--- config.mk ---
export PLATFORM = sky130hd
export DESIGN_NAME = mem_port_arbiter
export DESIGN_NICKNAME = d
export VERILOG_FILES = /design/src/rtl/mem_port_arbiter.sv
export SDC_FILE = /design/constraint.sdc
export NUM_CORES = 1
export LEC_CHECK = 0
export CORE_AREA = 2 2 116 118
export CTS_CLUSTER_SIZE = 25
export DETAILED_ROUTE_END_ITERATION = 10
export DIE_AREA = 0 0 118 120
export DONT_BUFFER_PORTS = 1
export HOLD_SLACK_MARGIN = 0.08
export PLACE_DENSITY = 0.52
export SYNTH_ARGS = -nofsm -noshare
export SYNTH_HDL_FRONTEND = slang
export SYNTH_SLANG_ARGS = --single-unit
export TNS_END_PERCENT = 100
--- constraint.sdc ---
create_clock -name clk_i -period 4.07 [get_ports clk_i]
set_input_delay 0.814 -clock clk_i [delete_from_list [all_inputs] [get_ports clk_i]]
set_output_delay 0.814 -clock clk_i [all_outputs]
set_load 0.01 [all_outputs]
--- src/rtl/mem_port_arbiter.sv ---
// Single-port memory arbiter: CPU and debug requesters share one Pmmu port with fixed-length strobed cycles.
// Optional debug port and round-robin arbitration are enabled by defining DBG_PORT_EN.
module mem_port_arbiter #(
   parameter int DATA_WIDTH  = 32,
   parameter int ADDR_WIDTH  = 32,
   parameter int WAIT_STATES = 2
) (
   input  logic                  clk_i,
   input  logic                  reset_i,
   input  logic                  cpu_rd_i,
   input  logic                  cpu_wr_i,
   input  logic [ADDR_WIDTH-1:0] cpu_addr_i,
   input  logic [DATA_WIDTH-1:0] cpu_wdata_i,
   output logic                  cpu_busy_o,
   output logic [DATA_WIDTH-1:0] cpu_rdata_o,
   input  logic                  dbg_req_i,
   input  logic                  dbg_we_i,
   input  logic [ADDR_WIDTH-1:0] dbg_addr_i,
   input  logic [DATA_WIDTH-1:0] dbg_wdata_i,
   output logic                  dbg_done_o,
   output logic [DATA_WIDTH-1:0] dbg_rdata_o,
   output logic [ADDR_WIDTH-1:0] mem_addr_o,
   output logic [DATA_WIDTH-1:0] mem_wdata_o,
   output logic                  mem_rd_o,
   output logic                  mem_wr_o,
   input  logic [DATA_WIDTH-1:0] mem_rdata_i
);

   typedef enum logic [1:0] {ST_IDLE, ST_ACCESS, ST_DONE} state_e;

   localparam logic [3:0] WAIT_INIT = 4'(WAIT_STATES - 1);
   localparam logic       OWN_CPU   = 1'b0;
   localparam logic       OWN_DBG   = 1'b1;

   state_e                state_q, state_d;
   logic [3:0]            cnt_q, cnt_d;
   logic [ADDR_WIDTH-1:0] addr_q, addr_d;
   logic [DATA_WIDTH-1:0] wdata_q, wdata_d;
   logic                  we_q, we_d;
   logic                  rd_n_q, rd_n_d;
   logic                  wr_n_q, wr_n_d;
   logic [DATA_WIDTH-1:0] cpu_rdata_q, cpu_rdata_d;
   logic                  cpu_req;
   logic                  dbg_req;
   logic                  sel_dbg;

   assign cpu_req = !cpu_rd_i || !cpu_wr_i;

`ifdef DBG_PORT_EN
   logic                  owner_q, owner_d;
   logic                  last_owner_q, last_owner_d;
   logic [DATA_WIDTH-1:0] dbg_rdata_q, dbg_rdata_d;

   assign dbg_req = dbg_req_i;
   // On a tie the requester that was not served last wins.
   assign sel_dbg = dbg_req && (!cpu_req || (last_owner_q == OWN_CPU));

   assign cpu_busy_o  = cpu_req && !((state_q == ST_DONE) && (owner_q == OWN_CPU));
   assign dbg_done_o  = (state_q == ST_DONE) && (owner_q == OWN_DBG);
   assign dbg_rdata_o = dbg_rdata_q;
`else
   logic unused_dbg_req;

   assign unused_dbg_req = dbg_req_i;
   assign dbg_req        = 1'b0;
   assign sel_dbg        = 1'b0;

   assign cpu_busy_o  = cpu_req && (state_q != ST_DONE);
   assign dbg_done_o  = 1'b0;
   assign dbg_rdata_o = '0;
`endif

   always_comb begin
      state_d     = state_q;
      cnt_d       = cnt_q;
      addr_d      = addr_q;
      wdata_d     = wdata_q;
      we_d        = we_q;
      rd_n_d      = 1'b1;
      wr_n_d      = 1'b1;
      cpu_rdata_d = cpu_rdata_q;
`ifdef DBG_PORT_EN
      owner_d      = owner_q;
      last_owner_d = last_owner_q;
      dbg_rdata_d  = dbg_rdata_q;
`endif
      case (state_q)
         ST_IDLE: begin
            if (cpu_req || dbg_req) begin
               state_d = ST_ACCESS;
               cnt_d   = WAIT_INIT;
               if (sel_dbg) begin
                  addr_d  = dbg_addr_i;
                  wdata_d = dbg_wdata_i;
                  we_d    = dbg_we_i;
               end else begin
                  addr_d  = cpu_addr_i;
                  wdata_d = cpu_wdata_i;
                  // Both strobes low resolves to a write.
                  we_d    = !cpu_wr_i;
               end
               // Strobes are registered, so they are set up on the entry edge.
               rd_n_d = we_d;
               wr_n_d = !we_d;
`ifdef DBG_PORT_EN
               owner_d = sel_dbg ? OWN_DBG : OWN_CPU;
`endif
            end
         end
         ST_ACCESS: begin
            if (cnt_q == 4'd0) begin
               state_d = ST_DONE;
               if (!we_q) begin
`ifdef DBG_PORT_EN
                  if (owner_q == OWN_DBG) dbg_rdata_d = mem_rdata_i;
                  else                    cpu_rdata_d = mem_rdata_i;
`else
                  cpu_rdata_d = mem_rdata_i;
`endif
               end
            end else begin
               cnt_d  = cnt_q - 4'd1;
               rd_n_d = we_q;
               wr_n_d = !we_q;
            end
         end
         ST_DONE: begin
            state_d = ST_IDLE;
`ifdef DBG_PORT_EN
            last_owner_d = owner_q;
`endif
         end
         default: state_d = ST_IDLE;
      endcase
   end

   always_ff @(posedge clk_i or negedge reset_i) begin
      if (!reset_i) begin
         state_q     <= ST_IDLE;
         cnt_q       <= 4'd0;
         addr_q      <= '0;
         wdata_q     <= '0;
         we_q        <= 1'b0;
         rd_n_q      <= 1'b1;
         wr_n_q      <= 1'b1;
         cpu_rdata_q <= '0;
`ifdef DBG_PORT_EN
         owner_q      <= OWN_CPU;
         last_owner_q <= OWN_DBG;
         dbg_rdata_q  <= '0;
`endif
      end else begin
         state_q     <= state_d;
         cnt_q       <= cnt_d;
         addr_q      <= addr_d;
         wdata_q     <= wdata_d;
         we_q        <= we_d;
         rd_n_q      <= rd_n_d;
         wr_n_q      <= wr_n_d;
         cpu_rdata_q <= cpu_rdata_d;
`ifdef DBG_PORT_EN
         owner_q      <= owner_d;
         last_owner_q <= last_owner_d;
         dbg_rdata_q  <= dbg_rdata_d;
`endif
      end
   end

   assign mem_addr_o  = addr_q;
   assign mem_wdata_o = wdata_q;
   assign mem_rd_o    = rd_n_q;
   assign mem_wr_o    = wr_n_q;
   assign cpu_rdata_o = cpu_rdata_q;

endmodule

==> impl_metrics.toml, run 1 <==
[run_status]
status = "completed"

[floorplanning]
io_pins = 298
die_h_um = 120
fp-row-count = 42
start_util_pct = 33.99
core_um2 = 12980
dieWidth_um = 118
dieArea_um2 = 14160

[power_and_ir_drop]
p_sw_share_pct = 38.23
switchingPower_uw = 1571
clockPowerShare_pct = 19.3
peakVddDrop_v = 0.0002352
p_leak_uw = 0.002469
power.share.combinational_pct = 27.3
seq_power_share_pct = 53.4
p_int_uw = 2538
powerDensity_nw_per_um2 = 874.4

[clock_tree]
root_buffer = "clkbuf_16"
clk_pin_slew_worst_paths_ps = 70
clock_latency_ps = 340
holdBufCountCts = 0
cts_tree = "done"
post_cts_resized = 0
h-tree-depth = 3
cts_setup_buffers = 0
clockBufferDepth = 2
cts_sinks = 105
cts_buffers = 9

[sta]
fmax_mhz = 380.0
min_period_ps = 2631
finalHoldViolations = 0
period_share_pct = 64.65
worst_clock_skew_ps = 5.469
worstMarginPinSlew_ps = 1110
maxSlewHeadroom_pct = 26.01
grt_setup_unrepaired = "false"
setup_violations = 0
slew_violations = 0
hold_ws_ps = 165.8
tns_ps = 0

[detailed_routing]
wl_um = 9140
firstDrtPassIters = 4
drtAntennaViolNets = 0
drt_iter0_drc = 198
viasPerCell = 4.508
post_drt_wl_per_cell_um = 15.41
drc_errors = 0
via_count = 2673

[worst_setup_path]
r2r_cells = 5
path_class = "flop to flop"
crit_arrival_ps = 2850
ff2ff_setup_slack_ps = 1440
worstSetupEndpointType = "flop"
start_kind = "flop"
required_ps = 4290
path_max_fanout = 32

[place]
place_congestion = 0.6942
port_buffers = 0
hpwlAfterDp_um = 6319

[synthesis]
ys_warn_count = 0
postSynth.asyncResetShare_pct = 100.0
synthTopCellsByCount = "nand2_1, dfrtp_1, buf_4"
post-synth-top-area-cell = "dfrtp_1"
synth_top_area_share_pct = 58.42
seq_area_frac_synth_pct = 59.61
synth_edf_count = 0
synth_area_um2 = 4412
synth_area_leaders = "dfrtp_1, nand2_1, mux2_4, buf_4, dfstp_2"
yosysUniqueCellTypes = 31
ys.flop_type = "dfrtp_1"
synth.avg_cell_area_um2 = 10.53
ys_seq_elements = 105
synthCells = 419
yosysMostFrequentCell = "nand2_1"

[finish]
antenna_cells = 0
nets = 580
num-fill-cells = 1301
syn_to_final_growth_pct = 6.523
drive_above_1_share_pct = 12.95

[grt]
grt_pass1_vias = 2705
grt_pass1_wl_um = 14820
antenna_found_initial = 0
grt_max_degree = 106
track_usage_pct = 13.47
grt_overflow_total = 0

[worst_hold_path]
timing.hold.worst.class = "input pin to asynchronous set/reset pin"

[job]
cap_violations = 0
[sequential cells by signal, indices dropped and copies added, names as in the netlist]
register / flops
mem_wdata_o: 32
mem_rd_o: 1
mem_wr_o: 1
we_q: 1
state_q: 2
cnt_q: 4
mem_addr_o: 32
cpu_rdata_o: 32
[logic make-up after synthesis]
kind of cell	after synthesis	synth area share (%)
AND/OR/NAND/NOR	204	17.75
adder cells (fa/ha/maj)	2	0.5671
flip-flops	105	59.61
other	1	0.08500
multiplexers	34	11.17
AO/OA/AOI/OAI	14	2.269
buffers and inverters	59	8.537
[cell usage in the layout (no fill, tap or decap), types with 2 or more instances in the layout]
master	n
nand2_1	194
dfrtp_1	103
conb_1	33
mux2_4	30
clkbuf_16	9
inv_1	7
nor2_1	3
o21ai_0	3
clkbuf_1	3
a31oi_1	2
mux2_2	2
mux2i_1	2
nor3_1	2
ha_1	2
clkinv_2	2
dfstp_2	2
buf_4	2
[power groups by stage]
stage / Clock (µW) / Combinational, µW / Sequential [µW]
after floorplan: 0 / 1010 / 2080
after global placement: 0 / 1100 / 2210
after detailed placement: 0 / 1150 / 2220
after CTS: 834 / 1150 / 2210
after global routing: 880 / 1310 / 2270
final: 792 / 1120 / 2190
[worst paths after layout]
check | start | endpoint
max | cnt_q[0] | cpu_rdata_o[6]
min reg2reg | we_q | mem_wr_o
min | reset_i | cpu_rdata_o[21]
min in group clk_i | we_q | mem_wr_o
max reg2reg | cnt_q[0] | cpu_rdata_o[6]
max in group asynchronous | reset_i | mem_wr_o
[through the flow]
step	setup WS (ps)	power, µW	utilization (%)	instance area, µm²	cells
finish	1439	4109	36.21	4700	593
detailed placement	1459	3369	34.14	4432	577
CTS	1444	4192	36.21	4700	593
floorplan	1967	3083	-	4532	451
global route	1357	4453	36.21	4700	593
global placement	1506	3309	34.14	4432	577
[per-layer routing]
metal / GRT usage (%) / up-vias / wire [µm] / part of all wire, %
met3: 5.703 / 14 / 880 / 9.6
met2: 20.53 / 153 / 4368 / 48
li1: - / 1229 / - / -
met1: 16.21 / 1277 / 3675 / 40
met4: 7.154 / 0 / 216 / 2.4
met5: 0 / - / 0 / 0
[critical path, stage by stage, from the launching register on]
cell and delay, ps:
dfrtp_1 410, inv_1 100, ha_1 190, or3b_1 460, or3_2 870, mux2_4 450
[cell type report]
cell class / count / area [µm²] / area share (%)
Sequential cell: 105 / 2630 / 55.96
Multi-Input combinational cell: 287 / 1540 / 32.77
Clock buffer: 13 / 250.2 / 5.325
Tap cell: 176 / 220.2 / 4.686
Inverter: 7 / 26.28 / 0.5591
Clock inverter: 3 / 17.52 / 0.3727
Timing Repair Buffer: 2 / 15.01 / 0.3195
Note: power is estimated with default switching activity, not from simulation.
==> inputs of run 2 (changes only) <==
==> constraint.sdc (replaced) <==
create_clock -name clk_i -period 2.69 [get_ports clk_i]
set_input_delay 0.538 -clock clk_i [delete_from_list [all_inputs] [get_ports clk_i]]
set_output_delay 0.538 -clock clk_i [all_outputs]
set_load 0.01 [all_outputs]
==> impl_metrics.toml, run 2 (synthesis gave the netlist of run 1 again) <==
[grt]
grt_pass1_wl_um = 14600
track_usage_pct = 13.16
antenna_found_initial = 0
grt_max_degree = 106
grt_pass1_vias = 2692
grt_overflow_total = 0

[worst_setup_path]
start_kind = "flop"
ff2ff_setup_slack_ps = 310
cp-startpoint = "cnt_q[0]"
reg2reg_from = "cnt_q[0]"
path_max_fanout = 32
worstSetupEndpointType = "flop"
required_ps = 2910
path_class = "flop to flop"
crit_arrival_ps = 2600

[power_and_ir_drop]
total_power_uw = 6451
p_leak_uw = 0.002514
powerDensity_nw_per_um2 = 1347
peakVddDrop_v = 0.0004145

[sta]
worstMarginPinSlew_ps = 684.7
setup_violations = 0
maxSlewHeadroom_pct = 54.21
hold_ws_ps = -107.8
min_period_ps = 2383
slew_violations = 0
grt_setup_unrepaired = "false"
worst_clock_skew_ps = 4.877
tns_ps = 0
finalHoldViolations = 103
period_share_pct = 88.59
fmax_mhz = 419.6

[run_status]
failed_checks = "hold timing"
status = "finished with violations"

[floorplanning]
dieArea_um2 = 14160
io_pins = 298
fp-row-count = 42
die_h_um = 120
core_um2 = 12980
start_util_pct = 33.99
dieWidth_um = 118

[detailed_routing]
post_drt_wl_per_cell_um = 15.17
drt_iter0_drc = 176
via_count = 2677
wl_um = 9041
drtAntennaViolNets = 0
firstDrtPassIters = 5
viasPerCell = 4.492
drc_errors = 0

[place]
placedCellCount = 580
hpwlAfterDp_um = 6325
port_buffers = 0
place_congestion = 0.7023

[clock_tree]
cts_buffers = 9
cts_sinks = 105
cts_setup_buffers = 0
h-tree-depth = 3
root_buffer = "clkbuf_16"
clockBufferDepth = 2
clock_latency_ps = 340
clk_pin_slew_worst_paths_ps = 70
cts_tree = "done"

[finish]
mostFrequentLayoutCells = "nand2_1, dfrtp_1, conb_1"
final_common_cell = "nand2_1"
syn_to_final_growth_pct = 8.593
fin_cells = 596
antenna_cells = 0
drive_above_1_share_pct = 14.05
nets = 583

[worst_hold_path]
timing.hold.worst.class = "input pin to asynchronous set/reset pin"

[job]
cap_violations = 0
-- run 2: cell types whose count changed in the layout (fill, tap and decap cells not counted) --
cell,before,now
clkbuf_8,1,0
clkinv_2,2,3
buf_12,0,2
bufinv_16,0,2
buf_4,2,3
clkbuf_1,3,1
-- run 2: final timing paths --
check,depth (start not counted),to
worst min register to register,1,mem_wr_o
worst max register to register,6,cpu_rdata_o[6]
min in group clk_i,2,mem_addr_o[30]
max in group asynchronous,0,mem_wr_o
worst max-delay path,6,cpu_rdata_o[6]
worst min-delay path,0,cpu_rdata_o[16]
-- run 2: metrics by stage --
step	setup WS [ps]	hold slack, ps	instance area [µm²]	utilization (%)
final	307.0	-107.8	4791	36.91
after global routing	201.1	-138.6	4791	36.91
after CTS	303.4	-134.2	4791	36.91
after detailed placement	317.5	245.0	4479	34.51
after global placement	332.7	244.9	4479	34.51
after floorplan	586.5	242.4	4532	-
-- run 2: timing repair --
| action | 4_1_cts | 5_1_grt |
|---|---|---|
| endpoints found under the setup margin | 0 | 0 |
| endpoints found under the hold margin | 105 | 105 |
| resized for setup | 0 | 0 |
-- run 2: cell type report --
cell class | instances | area [µm²]
Timing Repair Buffer | 5 | 62.56
Inverter | 7 | 26.28
Tap cell | 176 | 220.2
Multi-Input combinational cell | 287 | 1540
Fill cell | 1320 | 8189
Clock buffer | 10 | 229.0
Clock inverter | 6 | 82.58
Sequential cell | 105 | 2630
-- run 2: worst max-delay path, stage by stage, from the launching register on --
cell	delay, ps
dfrtp_1	410
inv_1	90
ha_1	190
or3b_1	450
or3_2	430
buf_4	300
mux2_4	370
-- run 2: routing by layer --
| metal | GRT usage [%] | up-vias | routed length (µm) |
|---|---|---|---|
| met1 | 15.84 | 1264 | 3677 |
| met5 | 0 | - | 0 |
| met4 | 6.852 | 0 | 207 |
| met2 | 20.31 | 164 | 4250 |
| met3 | 5.323 | 14 | 906 |
| li1 | - | 1235 | - |
-- run 2: where the power goes --
part	internal, µW	switching [µW]
Combinational	862	907
Clock	811	559
Sequential	2380	932
Total	4050	2400
